**src/rtl/i2c_slave_word_port_pkg.sv**
```systemverilog
// Shared types and constants for the I2C word-port target.
package i2c_slave_pkg;

   typedef enum logic [2:0] {
      IDLE,
      ADDR,
      ADDR_ACK,
      RX_BYTE,
      RX_ACK,
      TX_BYTE,
      TX_ACK,
      IGNORE
   } state_t;

   localparam logic       RW_WRITE  = 1'b0;
   localparam logic       RW_READ   = 1'b1;
   localparam logic [7:0] IDLE_BYTE = 8'hFF;

endpackage

```
**src/rtl/i2c_slave_word_port_if.sv**
```systemverilog
// Open-drain I2C bus lines as seen by the target.
interface i2c_slave_word_port_if;

   logic scl_i;
   logic sda_i;
   logic sda_o;
   logic sda_oen;

   modport slave  (input scl_i, sda_i, output sda_o, sda_oen);
   modport master (output scl_i, sda_i, input sda_o, sda_oen);

endinterface

```
**src/rtl/i2c_slave_word_port_line_filter.sv**
```systemverilog
// Synchronizer, level-hold glitch filter and edge detect for one I2C line.
module i2c_line_filter #(
   parameter int FILTER_LEN = 3
) (
   input  logic clk,
   input  logic reset,
   input  logic line,
   output logic level,
   output logic rise,
   output logic fall
);

   localparam int CW = $clog2(FILTER_LEN + 1);
   localparam logic [CW-1:0] CNT_MAX = CW'(FILTER_LEN - 1);

   logic          sync1;
   logic          sync2;
   logic          filt;
   logic          filt_d;
   logic [CW-1:0] cnt;

   // A new level is accepted only after FILTER_LEN consecutive differing samples.
   always_ff @(posedge clk) begin
      if (reset) begin
         sync1  <= 1'b1;
         sync2  <= 1'b1;
         filt   <= 1'b1;
         filt_d <= 1'b1;
         cnt    <= '0;
      end else begin
         sync1  <= line;
         sync2  <= sync1;
         filt_d <= filt;
         if (sync2 == filt) begin
            cnt <= '0;
         end else if (cnt == CNT_MAX) begin
            filt <= sync2;
            cnt  <= '0;
         end else begin
            cnt <= cnt + 1'b1;
         end
      end
   end

   assign level = filt;
   assign rise  = filt & ~filt_d;
   assign fall  = ~filt & filt_d;

endmodule

```
**src/rtl/i2c_slave_word_port.sv**
```systemverilog
// I2C target at a fixed address: 16-bit word writes (MSB byte first) and word reads.
module i2c_slave_word_port
   import i2c_slave_pkg::*;
#(
   parameter logic [6:0] SLAVE_ADDR = 7'h2C,
   parameter int         FILTER_LEN = 3
) (
   input  logic                  clk,
   input  logic                  reset,
   i2c_slave_word_port_if.slave  bus,
   output logic [15:0]           wr_data,
   output logic                  wr_valid,
   input  logic [15:0]           rd_data,
   output logic                  rd_strobe,
   output logic                  busy
);

   logic scl, scl_rise, scl_fall;
   logic sda, sda_rise, sda_fall;
   logic start_cond, stop_cond;

   i2c_line_filter #(.FILTER_LEN(FILTER_LEN)) u_scl_filter (
      .clk   (clk),
      .reset (reset),
      .line  (bus.scl_i),
      .level (scl),
      .rise  (scl_rise),
      .fall  (scl_fall)
   );

   i2c_line_filter #(.FILTER_LEN(FILTER_LEN)) u_sda_filter (
      .clk   (clk),
      .reset (reset),
      .line  (bus.sda_i),
      .level (sda),
      .rise  (sda_rise),
      .fall  (sda_fall)
   );

   assign start_cond = sda_fall & scl;
   assign stop_cond  = sda_rise & scl;

   state_t      state, state_n;
   logic [3:0]  bit_cnt, bit_cnt_n;
   logic [7:0]  rx_sr, rx_sr_n;
   logic [7:0]  hi_byte, hi_byte_n;
   logic [1:0]  byte_idx, byte_idx_n;
   logic [23:0] tx_sr, tx_sr_n;
   logic        rw, rw_n;
   logic        oen, oen_n;
   logic [15:0] wr_data_n;
   logic        wr_valid_n, rd_strobe_n, busy_n;

   always_ff @(posedge clk) begin
      if (reset) begin
         state     <= IDLE;
         bit_cnt   <= '0;
         rx_sr     <= '0;
         hi_byte   <= '0;
         byte_idx  <= '0;
         tx_sr     <= '1;
         rw        <= RW_WRITE;
         oen       <= 1'b1;
         wr_data   <= '0;
         wr_valid  <= 1'b0;
         rd_strobe <= 1'b0;
         busy      <= 1'b0;
      end else begin
         state     <= state_n;
         bit_cnt   <= bit_cnt_n;
         rx_sr     <= rx_sr_n;
         hi_byte   <= hi_byte_n;
         byte_idx  <= byte_idx_n;
         tx_sr     <= tx_sr_n;
         rw        <= rw_n;
         oen       <= oen_n;
         wr_data   <= wr_data_n;
         wr_valid  <= wr_valid_n;
         rd_strobe <= rd_strobe_n;
         busy      <= busy_n;
      end
   end

   always_comb begin
      state_n     = state;
      bit_cnt_n   = bit_cnt;
      rx_sr_n     = rx_sr;
      hi_byte_n   = hi_byte;
      byte_idx_n  = byte_idx;
      tx_sr_n     = tx_sr;
      rw_n        = rw;
      oen_n       = oen;
      wr_data_n   = wr_data;
      wr_valid_n  = 1'b0;
      rd_strobe_n = 1'b0;
      busy_n      = busy;

      if (stop_cond) begin
         state_n = IDLE;
         oen_n   = 1'b1;
         busy_n  = 1'b0;
      end else if (start_cond) begin
         state_n   = ADDR;
         bit_cnt_n = '0;
         oen_n     = 1'b1;
      end else begin
         case (state)
            ADDR: begin
               if (scl_rise) begin
                  rx_sr_n   = {rx_sr[6:0], sda};
                  bit_cnt_n = bit_cnt + 4'd1;
               end else if (scl_fall && bit_cnt == 4'd8) begin
                  bit_cnt_n = '0;
                  if (rx_sr[7:1] == SLAVE_ADDR) begin
                     state_n = ADDR_ACK;
                     oen_n   = 1'b0;
                     busy_n  = 1'b1;
                     rw_n    = rx_sr[0];
                  end else begin
                     state_n = IGNORE;
                  end
               end
            end

            ADDR_ACK: begin
               if (scl_rise && rw == RW_READ) begin
                  tx_sr_n     = {rd_data, IDLE_BYTE};
                  rd_strobe_n = 1'b1;
               end else if (scl_fall) begin
                  if (rw == RW_WRITE) begin
                     state_n    = RX_BYTE;
                     oen_n      = 1'b1;
                     byte_idx_n = '0;
                     bit_cnt_n  = '0;
                  end else begin
                     state_n   = TX_BYTE;
                     oen_n     = tx_sr[23];
                     tx_sr_n   = {tx_sr[22:0], 1'b1};
                     bit_cnt_n = 4'd1;
                  end
               end
            end

            RX_BYTE: begin
               if (scl_rise) begin
                  rx_sr_n   = {rx_sr[6:0], sda};
                  bit_cnt_n = bit_cnt + 4'd1;
                  if (bit_cnt == 4'd7 && byte_idx == 2'd1) begin
                     wr_data_n  = {hi_byte, rx_sr[6:0], sda};
                     wr_valid_n = 1'b1;
                  end
               end else if (scl_fall && bit_cnt == 4'd8) begin
                  state_n   = RX_ACK;
                  bit_cnt_n = '0;
                  if (byte_idx == 2'd0) begin
                     hi_byte_n = rx_sr;
                  end
                  // Bytes beyond the second word byte are refused.
                  oen_n = byte_idx[1];
                  if (byte_idx != 2'd3) begin
                     byte_idx_n = byte_idx + 2'd1;
                  end
               end
            end

            RX_ACK: begin
               if (scl_fall) begin
                  state_n = RX_BYTE;
                  oen_n   = 1'b1;
               end
            end

            TX_BYTE: begin
               if (scl_fall) begin
                  if (bit_cnt == 4'd8) begin
                     state_n   = TX_ACK;
                     oen_n     = 1'b1;
                     bit_cnt_n = '0;
                  end else begin
                     oen_n     = tx_sr[23];
                     tx_sr_n   = {tx_sr[22:0], 1'b1};
                     bit_cnt_n = bit_cnt + 4'd1;
                  end
               end
            end

            TX_ACK: begin
               if (scl_rise && sda) begin
                  state_n = IGNORE;
               end else if (scl_fall) begin
                  state_n   = TX_BYTE;
                  oen_n     = tx_sr[23];
                  tx_sr_n   = {tx_sr[22:0], 1'b1};
                  bit_cnt_n = 4'd1;
               end
            end

            default: begin
            end
         endcase
      end
   end

   assign bus.sda_o   = 1'b0;
   assign bus.sda_oen = oen;

endmodule

```
**src/flat_wrapper.sv**
```systemverilog
// flat-port wrapper written by rule: the top's interface ports become plain ports
module i2c_slave_word_port_flat import i2c_slave_pkg::*;
#(
   parameter logic [6:0] SLAVE_ADDR = 7'h2C,
   parameter int         FILTER_LEN = 3
)
  (clk, reset, wr_data, wr_valid, rd_data, rd_strobe, busy, bus_scl_i, bus_sda_i, bus_sda_o, bus_sda_oen);
  i2c_slave_word_port_if bus_i ();
  input  logic clk;
  input  logic reset;
  output logic [15:0] wr_data;
  output logic wr_valid;
  input  logic [15:0] rd_data;
  output logic rd_strobe;
  output logic busy;
  input wire logic [$bits(bus_i.scl_i)-1:0] bus_scl_i;
  input wire logic [$bits(bus_i.sda_i)-1:0] bus_sda_i;
  output wire logic [$bits(bus_i.sda_o)-1:0] bus_sda_o;
  output wire logic [$bits(bus_i.sda_oen)-1:0] bus_sda_oen;
  assign bus_i.scl_i = bus_scl_i;
  assign bus_i.sda_i = bus_sda_i;
  assign bus_sda_o = bus_i.sda_o;
  assign bus_sda_oen = bus_i.sda_oen;
  i2c_slave_word_port #(.SLAVE_ADDR(SLAVE_ADDR), .FILTER_LEN(FILTER_LEN)) u_core (.clk(clk), .reset(reset), .bus(bus_i), .wr_data(wr_data), .wr_valid(wr_valid), .rd_data(rd_data), .rd_strobe(rd_strobe), .busy(busy));
endmodule
```
**config.mk**
```make
export PLATFORM = sky130hd
export DESIGN_NAME = i2c_slave_word_port_flat
export DESIGN_NICKNAME = d
export VERILOG_FILES = /design/src/rtl/i2c_slave_word_port_pkg.sv /design/src/rtl/i2c_slave_word_port_if.sv /design/src/rtl/i2c_slave_word_port_line_filter.sv /design/src/rtl/i2c_slave_word_port.sv /design/src/flat_wrapper.sv
export SDC_FILE = /design/constraint.sdc
export NUM_CORES = 1
export LEC_CHECK = 0
export ABC_CLOCK_PERIOD_IN_PS = 3400
export CAP_MARGIN = 10
export CELL_PAD_IN_SITES_DETAIL_PLACEMENT = 0
export CELL_PAD_IN_SITES_GLOBAL_PLACEMENT = 1
export CORE_MARGIN = 5
export CORE_UTILIZATION = 25
export DETAILED_ROUTE_END_ITERATION = 12
export PLACE_DENSITY_LB_ADDON = 0.1
export RECOVER_POWER = 25
export SLEW_MARGIN = 20
export SYNTH_ARGS = -nofsm -noshare
export SYNTH_HDL_FRONTEND = slang
export SYNTH_SLANG_ARGS = --single-unit
```
**constraint.sdc**
```tcl
create_clock -name clk -period 3.4 [get_ports clk]
set_input_delay 0.85 -clock clk [delete_from_list [all_inputs] [get_ports clk]]
set_output_delay 0.85 -clock clk [all_outputs]
set_load 0.03 [all_outputs]
```
## Yosys cells after proc, flatten, opt, wreduce, memory -nomap -nowiden

Index checks and enable logic that the tools add are counted.

- Add/subtract/negate cells: 4
- Eq/ne operators: 46
- Mux-type cells: 57
- Bitwise gates (word level): 17
- Reduce and logical (&&, ||, !) cells: 30

Operator list:

| operator | count |
|---|---|
| 24-bit 2-to-1 mux | 7 |
| 24-bit case mux with 3 select lines | 1 |
| 3-bit 2-to-1 mux | 13 |
| 4-bit 2-to-1 mux | 9 |
| 3-bit by 1-bit != test with 1-bit output (second input constant) | 10 |
| 11-bit AND reduction | 2 |
| 2-bit by 1-bit != test with 1-bit output (second input constant) | 9 |
| 3-bit case mux with 6 select lines | 1 |
| 9-bit AND reduction | 2 |
| 1-bit 2-to-1 mux | 17 |
| 4-bit case mux with 4 select lines | 1 |
| 2-bit != test (second input constant) | 7 |
| 2-bit 2-to-1 mux | 6 |
| 12-bit AND reduction | 1 |
| 6-bit AND reduction | 2 |
| 1-bit inverter | 11 |
| 5-bit AND reduction | 2 |
| 3-bit == test (second input constant) | 3 |
| 3-bit OR reduction | 3 |
| 4-bit by 1-bit != test with 1-bit output (second input constant) | 2 |
| 8-bit AND reduction | 1 |
| 7-bit by 6-bit == test with 1-bit output (second input constant) | 1 |
| 7-bit nonzero test | 1 |
| 2-bit by 1-bit adder with 2-bit output (second input constant) | 3 |
| 24 further kinds | 39 |

- Bits in registers: 82
- Bits of input ports: 20
- Output and inout port bits: 21

## Logic depth before layout (Yosys ltp)

Gate-level depths: netlist (run 1).

- Depth after elaboration: 7
- Gate-level depth with buffers: 8
- Gate-level depth less buffers: 7

## Modules after synthesis

From an unflattened synthesis (run 1), not the netlist that was laid out.

- Cells, all modules: 390
- Area total of the unflattened synthesis: 3628.5 sq um

By module, submodules not included:

| module | instances | cells an instance | area each (sq um) | seq. area each (sq um) |
|---|---|---|---|---|
| i2c_slave_word_port | 1 | 354 | 3218.1 | 1241.2 |
| i2c_line_filter | 2 | 18 | 205.2 | 120.1 |

## Worst setup path before layout (run 1)

No wires, ideal clock.

- Path type: reg2reg
- From: register u_core.bit_cnt[0]
- To: register u_core.tx_sr[21]
- Setup time: 134 ps
- Arrival: 1693 ps
- Path slack: 1573 ps
- Stages on the path, launching flop included: 9
- Clock period less this slack: 1827 ps
- Path through: dfxtp_1 > inv_1 > ha_1 > and3b_1 > nor3_1 > o211ai_1 > buf_2 > a2111oi_0 > a21oi_1

- Longest elaborated chain between the ends: 3

Ends and longest elaborated chain:

| item | RTL line | RTL |
|---|---|---|
| start, declared | i2c_slave_word_port.sv:44 | `logic [3:0] bit_cnt, bit_cnt_n;` |
| start signal, assigned | i2c_slave_word_port.sv:70 | `bit_cnt <= bit_cnt_n;` |
| 4-bit == test | i2c_slave_word_port.sv:175 | `if (bit_cnt == 4'd8) begin` |
| 2-bit != test (no source line) | -- |  |
| 9-bit AND reduction (no source line) | -- |  |
| end signal, assigned | i2c_slave_word_port.sv:74 | `tx_sr <= tx_sr_n;` |
| end, declared | i2c_slave_word_port.sv:48 | `logic [23:0] tx_sr, tx_sr_n;` |

No other way between the ends.
A chain may end at the register's enable or synchronous reset.

## Worst setup path in the final report (run 1)

- From: input reset
- To: register u_core.hi_byte[1]

RTL lines:

| item | RTL line | RTL |
|---|---|---|
| start, declared | flat_wrapper.sv:10 | `input logic reset;` |
| end signal, assigned | i2c_slave_word_port.sv:72 | `hi_byte <= hi_byte_n;` |
| end, declared | i2c_slave_word_port.sv:46 | `logic [7:0] hi_byte, hi_byte_n;` |

No word-level cell between the ends.

==> results of run 1 <==
worst register-to-register path, delay by kind of cell, from the launching register on:
kind / cells / cell delay (ps)
multiplexers: 1 / 250
AND/OR/NAND/NOR: 4 / 1080
flip-flops: 1 / 800
report_power, final:
group          internal, W  leakage, nW  switching, W
registers         0.000870        0.598    0.00000184
clock network     0.000551        0.141      0.000380
logic            0.0000254        0.741     0.0000253
routing by layer:
metal	track usage, %	up-vias	wire, um
met5	0	-	0
li1	-	1479	-
met4	4.49	0	217
met3	4.33	16	414
met2	16.9	52	3770
met1	14.9	1309	4280
cell families after synthesis:
group                    after synthesis
AND/OR/NAND/NOR                      174
AO/OA/AOI/OAI                         91
flip-flops                            74
buffers and inverters                 37
multiplexers                          18
adder cells (fa/ha/maj)                8
XOR/XNOR                               4
other                                  1
worst max-delay path by stage:
stage / from / to / slack [ps] / depth (start not counted)
2_1_floorplan: u_core.bit_cnt[0] / u_core.tx_sr[21] / 1570 / 8
3_3_place_gp: u_core.rx_sr[6] / u_core.rw / 1130 / 5
3_5_place_dp: u_core.state[1] / u_core.wr_data[0] / 1100 / 4
4_1_cts: u_core.state[1] / u_core.wr_data[0] / 1090 / 4
5_1_grt: reset / u_core.hi_byte[1] / 670 / 3
6_report: reset / u_core.hi_byte[1] / 920 / 3
cells in the final DEF, fill, tap and decap left out, drive strengths merged, types with 5 or more instances in the layout:
cell and count:
a2111oi 15, a21oi 43, buf 5, clkbuf 15, clkdlybuf4s50 38, dfxtp 74, ha 7, inv 9
mux2i 18, nand2 48, nand2b 5, nand3 6, nor2 51, nor2b 22, nor3 7, o211ai 6
o21ai 5, or2 7
layout make-up:
type                       count  area [um^2]
clock buffer                  12          267
multi-input combinational    296         1810
clock inverter                 4         25.0
fill                        1470         9440
tap                          180          225
inverter                       9         33.8
timing repair buffer          46          430
sequential                    74         1480
per-stage QoR:
step / hold WS, ps / utilization (%)
floorplan: 389 / -
global placement: 392 / 29.1
detailed placement: 392 / 29.1
CTS: 406 / 31.2
global route: 421 / 31.2
finish: 405 / 31.2
sequential cells by signal, indices dropped and copies added (netlist names):
| signal | cells |
|---|---|
| u_core.bit_cnt | 4 |
| u_core.bus.sda_oen | 1 |
| u_core.busy | 1 |
| u_core.byte_idx | 2 |
| u_core.hi_byte | 8 |
| u_core.rd_strobe | 1 |
| u_core.rw | 1 |
| u_core.rx_sr | 8 |
| u_core.state | 3 |
| u_core.tx_sr | 16 |
| u_core.u_scl_filter.cnt | 2 |
| u_core.u_scl_filter.filt_d | 1 |
| u_core.u_scl_filter.level | 1 |
| u_core.u_scl_filter.sync1 | 1 |
| u_core.u_scl_filter.sync2 | 1 |
| u_core.u_sda_filter.cnt | 2 |
| u_core.u_sda_filter.filt_d | 1 |
| u_core.u_sda_filter.level | 1 |
| u_core.u_sda_filter.sync1 | 1 |
| u_core.u_sda_filter.sync2 | 1 |
| u_core.wr_data | 16 |
| u_core.wr_valid | 1 |
==> parameters.txt, run 1 <==
Parameter                              Value

Logic synthesis
  Area share of the largest cell type after synthesis ... 42.7%
  Area contributors post-synth ... dfxtp_1 (43%), a21oi_1 (5.9%), nor2_1 (5.4%)
  Count of different cell masters after synthesis ... between 50 and 60
  Parity-gate share of the synthesized area counting xor and xnor cells ... under 10%
  Post-synthesis average cell area ... approximately 8.5 um^2
  Most used standard cells in the synthesized netlist ... dfxtp_1 (74), nor2_1 (50), nand2_1 (48)
  Most frequently used cell type in the post-synthesis netlist ... dfxtp_1
  Synthesized instance count ... slightly above 400
  Combinational family with the most area after synthesis ... simple AND/OR/NAND/NOR gates
  Post-synthesis register bit count ... 74
  Arithmetic-cell share of the synthesized area counting full adders, half adders and majority gates ... under 10%
  Synthesized net count ... approximately 430
  Share of synthesized area occupied by flip-flops and latches ... 42.7%
  Number of enable flip-flop cells after synthesis ... 0
  Library cell occupying the most area in the post-synthesis netlist ... dfxtp_1
  Multiplexer fraction of the synthesized cell area ... under 10%
  Area of the mapped netlist ... roughly 3500 um^2
  Fraction of registers with async set/reset ... 0%
  Share of synthesized cell area in and, or, nand and nor gates ... around a quarter
  Warnings from Yosys ... 0
  Compound-Gate Fraction of Synth Area ... a little under a fifth
  Top_reg_cell synth ... dfxtp_1

Routing
  Via-per-instance ratio ... 4.60
  DR WL/cell ... approximately 14 um
  Drc violations ... 0
  DRT antenna net count ... 0
  Drt first pass iters ... 4
  Routed vias ... 2,856
  Total routed wirelength ... slightly below 9000 um
  Number of DRC violations after detailed-routing iteration 0 ... 100

Cells and area
  Final Instance Count excl. Fillers ... 621
  Post-route cell area ... 4280 um^2
  Share of post-route cells with drive strength above 1 ... 7.71%
  Nets ... between 400 and 500
  Area added between synthesis and finish ... 23.3%
  Ant. Diodes ... 0

Worst setup path
  Signal arrival time at the worst endpoint ... about 2700 ps
  Critical path cell sequence ... clkbuf_1, clkbuf_2, nor2_1
  Largest fanout of any net on the critical path ... 34
  Worst setup path class ... in -> reg
  Required @ worst endpoint ... between 3000 and 4000 ps
  Gate family responsible for the most delay along the worst path ... buffers and inverters
  Worst setup SP type ... input port
  Standard cell with the maximum stage delay on the critical path ... clkbuf_1
  Beginning of the worst register-to-register path ... u_core.state[1]
  Endpoint kind of the worst setup timing path ... flip-flop
  FF-to-FF setup slack ... between 1000 and 1500 ps
  CP peak stage delay ... 960 ps
  Capturing point of the worst reg2reg path ... u_core.hi_byte[1]
  Buffers and inverters on the worst path ... 2
  R2R cell count ... 5

Global routing
  First-pass GRT wire length ... ~15,000 um
  Global-route usage over all layers ... around 11%
  Pin count of the biggest net entering global routing ... 35
  Number of antenna violations at the first check in global routing ... 0
  Number of global-route vias before repair ... between 2,000 and 3,000
  Global route total overflow ... 0

Placement
  Worst slack after detailed placement ... 1100 ps
  Weighted congestion at the end of routability-driven global placement ... ~0.8
  HPWL reported at the end of detailed placement ... 5750 um
  Number of instances in the placed design ... 605
  DP Area ... ~4000 um^2
  Number of buffer cells added on primary ports ... 39

STA
  Final period demand of the worst path ... 2480 ps
  Peak clock frequency supported by timing ... just over 400 MHz
  Final setup violation count ... 0
  Period Utilization, post-route ... between 70% and 80%
  Total count of hold-check failures in the final report ... 0
  Unrepaired setup endpoints after global routing ... no
  Final total negative setup slack ... 0 ps
  Slew at the pin closest to its max-slew limit ... 1350 ps
  Final setup skew ... between 5 and 6 ps
  Worst slew slack as a fraction of its limit ... 10.2%
  Min setup slack post-route ... ~920 ps
  Fin. max-slew vios ... 0

Clock tree
  Setup repair bufs after CTS ... 0
  Number of hold buffers added after cts ... 0
  TritonCTS clock tree ... done
  Clock sink count ... 74
  Count of instances resized after the clock tree is built ... 0
  Clock-pin slew on the worst setup and hold paths ... ~60 ps
  Clock buffers created by TritonCTS ... 9
  Insertion delay to the later sink of the worst-skew pair ... 340 ps
  Maximum level of the CTS H-tree ... 3
  Clock Tree Root ... clkbuf_16
  Max Buffers Root-to-Sink ... 2

Min path
  Hold path endpoint ... u_core.u_scl_filter.sync2
  Number of cells on the worst hold path ... 1
  Path class of the lowest-slack min-delay path ... reg -> reg
  Critical hold path startpoint ... u_core.u_scl_filter.sync1

Status
  Outcome ... finished, final reports clean

Floorplan
  Core area ... ~14,000 um^2
  Placement row count ... 43
  Die Footprint ... 16,300 um^2
  I/O pin count ... 41
  Die Span X ... between 100 and 150 um
  Starting density of the core ... between 20% and 30%
  Die Y-Extent ... around 130 um

Run
  Max-cap check violation count ... 0

Power and ir drop
  Highest ir drop seen on vdd ... roughly 180 uV
  Pleak ... ~1.5 nW
  Overall power consumption ... ~0.0019 W
  Total power per unit cell area ... about 430 nW/um^2
Power figures use the tool's default switching activity.
==> run 2, diff against run 1 <==
--- a/config.mk
+++ b/config.mk
@@ -5,7 +5,7 @@
 export SDC_FILE = /design/constraint.sdc
 export NUM_CORES = 1
 export LEC_CHECK = 0
-export ABC_CLOCK_PERIOD_IN_PS = 3400
+export ABC_CLOCK_PERIOD_IN_PS = 2200
 export CAP_MARGIN = 10
 export CELL_PAD_IN_SITES_DETAIL_PLACEMENT = 0
 export CELL_PAD_IN_SITES_GLOBAL_PLACEMENT = 1
==> constraint.sdc (replaced) <==
create_clock -name clk -period 2.2 [get_ports clk]
set_input_delay 0.55 -clock clk [delete_from_list [all_inputs] [get_ports clk]]
set_output_delay 0.55 -clock clk [all_outputs]
set_load 0.03 [all_outputs]
==> parameters.txt, run 2 (synthesis gave the netlist of run 1 again) <==
Parameter                              Value

Status
  Outcome ... finished, final reports clean

Cells and area
  Most common library cell in the layout ignoring fill and taps ... dfxtp_1
  Nets ... 477 (+3.0%)
  Commonest non-fill, non-tap cells in the layout ... dfxtp_1 (74), nor2_1 (50), nand2_1 (48)
  Multi-input logic area ... 1840 um^2 (+1.6%)
  Ant. Diodes ... 0 (unchanged)
  Area added between synthesis and finish ... 28.3%
  Share of post-route cells with drive strength above 1 ... 11.0% (+3.3 points)
  Largest registers ... u_core.tx_sr (16), u_core.wr_data (16)
  Post-route core utilization ... 32.4% (+1.3 points)
  Count of fill cells added during filler insertion ... 1,477 (+0.48%)
  Register Area ... 1480 um^2 (unchanged)

Floorplan
  Die Y-Extent ... 128 um (unchanged)
  Placement row count ... 43 (unchanged)
  Die Footprint ... 16,300 um^2 (unchanged)
  Starting density of the core ... 25.3% (unchanged)
  Die Span X ... 128 um (unchanged)
  Core area ... 13,700 um^2 (unchanged)
  I/O pin count ... 41 (unchanged)

STA
  Period Utilization, post-route ... 91.9%
  Final setup skew ... 6.75 ps (+1.11 ps)
  Final setup violation count ... 0 (unchanged)
  Unrepaired setup endpoints after global routing ... yes
  Final total negative setup slack ... 0 ps (unchanged)
  Peak clock frequency supported by timing ... between 400 and 500 MHz
  Worst slew slack as a fraction of its limit ... 58.3% (+48 points)
  Fin. max-slew vios ... 0 (unchanged)
  Slew at the pin closest to its max-slew limit ... 626 ps (-721 ps)
  Total count of hold-check failures in the final report ... 0 (unchanged)
  Final period demand of the worst path ... approximately 2000 ps
  Min setup slack post-route ... 179 ps (-737 ps)

Clock tree
  Clock buffers created by TritonCTS ... 9 (unchanged)
  TritonCTS clock tree ... done
  Clock Tree Root ... clkbuf_16
  Clock sink count ... 74 (unchanged)
  Clock-pin slew on the worst setup and hold paths ... 60 ps (about the same)
  Max Buffers Root-to-Sink ... 2 (unchanged)
  Setup repair bufs after CTS ... 0 (unchanged)
  Maximum level of the CTS H-tree ... 3 (unchanged)
  Insertion delay to the later sink of the worst-skew pair ... 340 ps (about the same)

Global routing
  Number of antenna violations at the first check in global routing ... 0 (unchanged)
  First-pass GRT wire length ... 14,900 um (+0.18%)
  Global-route usage over all layers ... 11.4% (+0.046 points)
  Number of global-route vias before repair ... 2,889 (+0.35%)
  Pin count of the biggest net entering global routing ... 33 (-5.7%)
  Global route total overflow ... 0 (unchanged)

Power and ir drop
  Total power per unit cell area ... 654 nW/um^2 (+51%)
  Highest ir drop seen on vdd ... 302 uV (+71%)
  Pleak ... 1.57 nW (+6.0%)

Min path
  Path class of the lowest-slack min-delay path ... reg -> reg

Routing
  Total routed wirelength ... 8910 um (+2.7%)
  Drt first pass iters ... 4 (unchanged)
  DRT antenna net count ... 0 (unchanged)
  Drc violations ... 0 (unchanged)
  Routed vias ... 2,969 (+4.0%)
  DR WL/cell ... 14.0 um (+0.43%)
  Number of DRC violations after detailed-routing iteration 0 ... 186 (+86%)
  Via-per-instance ratio ... 4.68 (+1.7%)

Worst setup path
  CP peak stage delay ... 380 ps (-580 ps)
  Signal arrival time at the worst endpoint ... 2230 ps (-450 ps)
  Required @ worst endpoint ... 2400 ps (-1200 ps)
  Worst setup path class ... reg -> reg
  Standard cell with the maximum stage delay on the critical path ... dfxtp_1
  Endpoint kind of the worst setup timing path ... flip-flop
  Critical path cell sequence ... inv_1, ha_1, and3b_1, nor3_2, o211ai_1, buf_12, a2111oi_0, a21oi_1
  Largest fanout of any net on the critical path ... 32 (-5.9%)
  Worst setup SP type ... flip-flop

Placement
  Weighted congestion at the end of routability-driven global placement ... 0.795 (+0.93%)
  HPWL reported at the end of detailed placement ... 6230 um (+8.2%)
  Number of buffer cells added on primary ports ... 39 (unchanged)
  Worst slack after detailed placement ... 142 ps (-962 ps)

Run
  Max-cap check violation count ... 0 (unchanged)
run 2: layout make-up:
type	instances	share of cell area, %
Clock buffer	10	5.15
Clock inverter	6	1.46
Inverter	9	0.759
Multi-Input combinational cell	296	41.4
Sequential cell	74	33.3
Tap cell	180	5.06
Timing Repair Buffer	60	12.9
run 2: path summary, 6_finish.rpt:
kind                                           startpoint                   endpoint  slack [ps]  cells past startpoint
worst min-delay path            u_core.u_sda_filter.sync1  u_core.u_sda_filter.sync2         410                      1
worst max-delay path                    u_core.bit_cnt[0]           u_core.tx_sr[18]         180                      8
worst max register to register          u_core.bit_cnt[0]           u_core.tx_sr[18]         180                      8
worst min register to register  u_core.u_sda_filter.sync1  u_core.u_sda_filter.sync2         410                      1
run 2: per-layer routing:
layer	track usage [%]	vias to the layer above	part of all wire [%]
li1	-	1510	-
met1	15.4	1391	50
met2	17.3	58	44
met3	3.33	10	4.3
met4	4.31	0	1.5
met5	0	-	0
run 2: stage by stage:
stage	hold WS, ps	cells	total power, W	cell area, um^2
after floorplan	389	407	0.00141	3470
after global placement	394	619	0.00146	4130
after detailed placement	396	619	0.00146	4130
after CTS	411	635	0.00298	4430
after global routing	425	635	0.00303	4450
final	409	635	0.00291	4450
run 2: critical path, delay by kind of cell (launching register included):
family / cells / cell delay, ps
flip-flops: 1 / 380
buffers and inverters: 2 / 280
AO/OA/AOI/OAI: 3 / 590
AND/OR/NAND/NOR: 2 / 430
adder cells (fa/ha/maj): 1 / 210
run 2: repair_timing:
action / 4_1_cts / 5_1_grt
resized for setup: 0 / 11
hold buffers: 0 / 0
setup endpoints to repair: 0 / 15
run 2: where the power goes:
group	internal (W)	total (W)	switching [W]
sequential	0.00134	0.00135	0.00000280
clock	0.000881	0.00148	0.000595
combinational	0.0000426	0.0000860	0.0000434
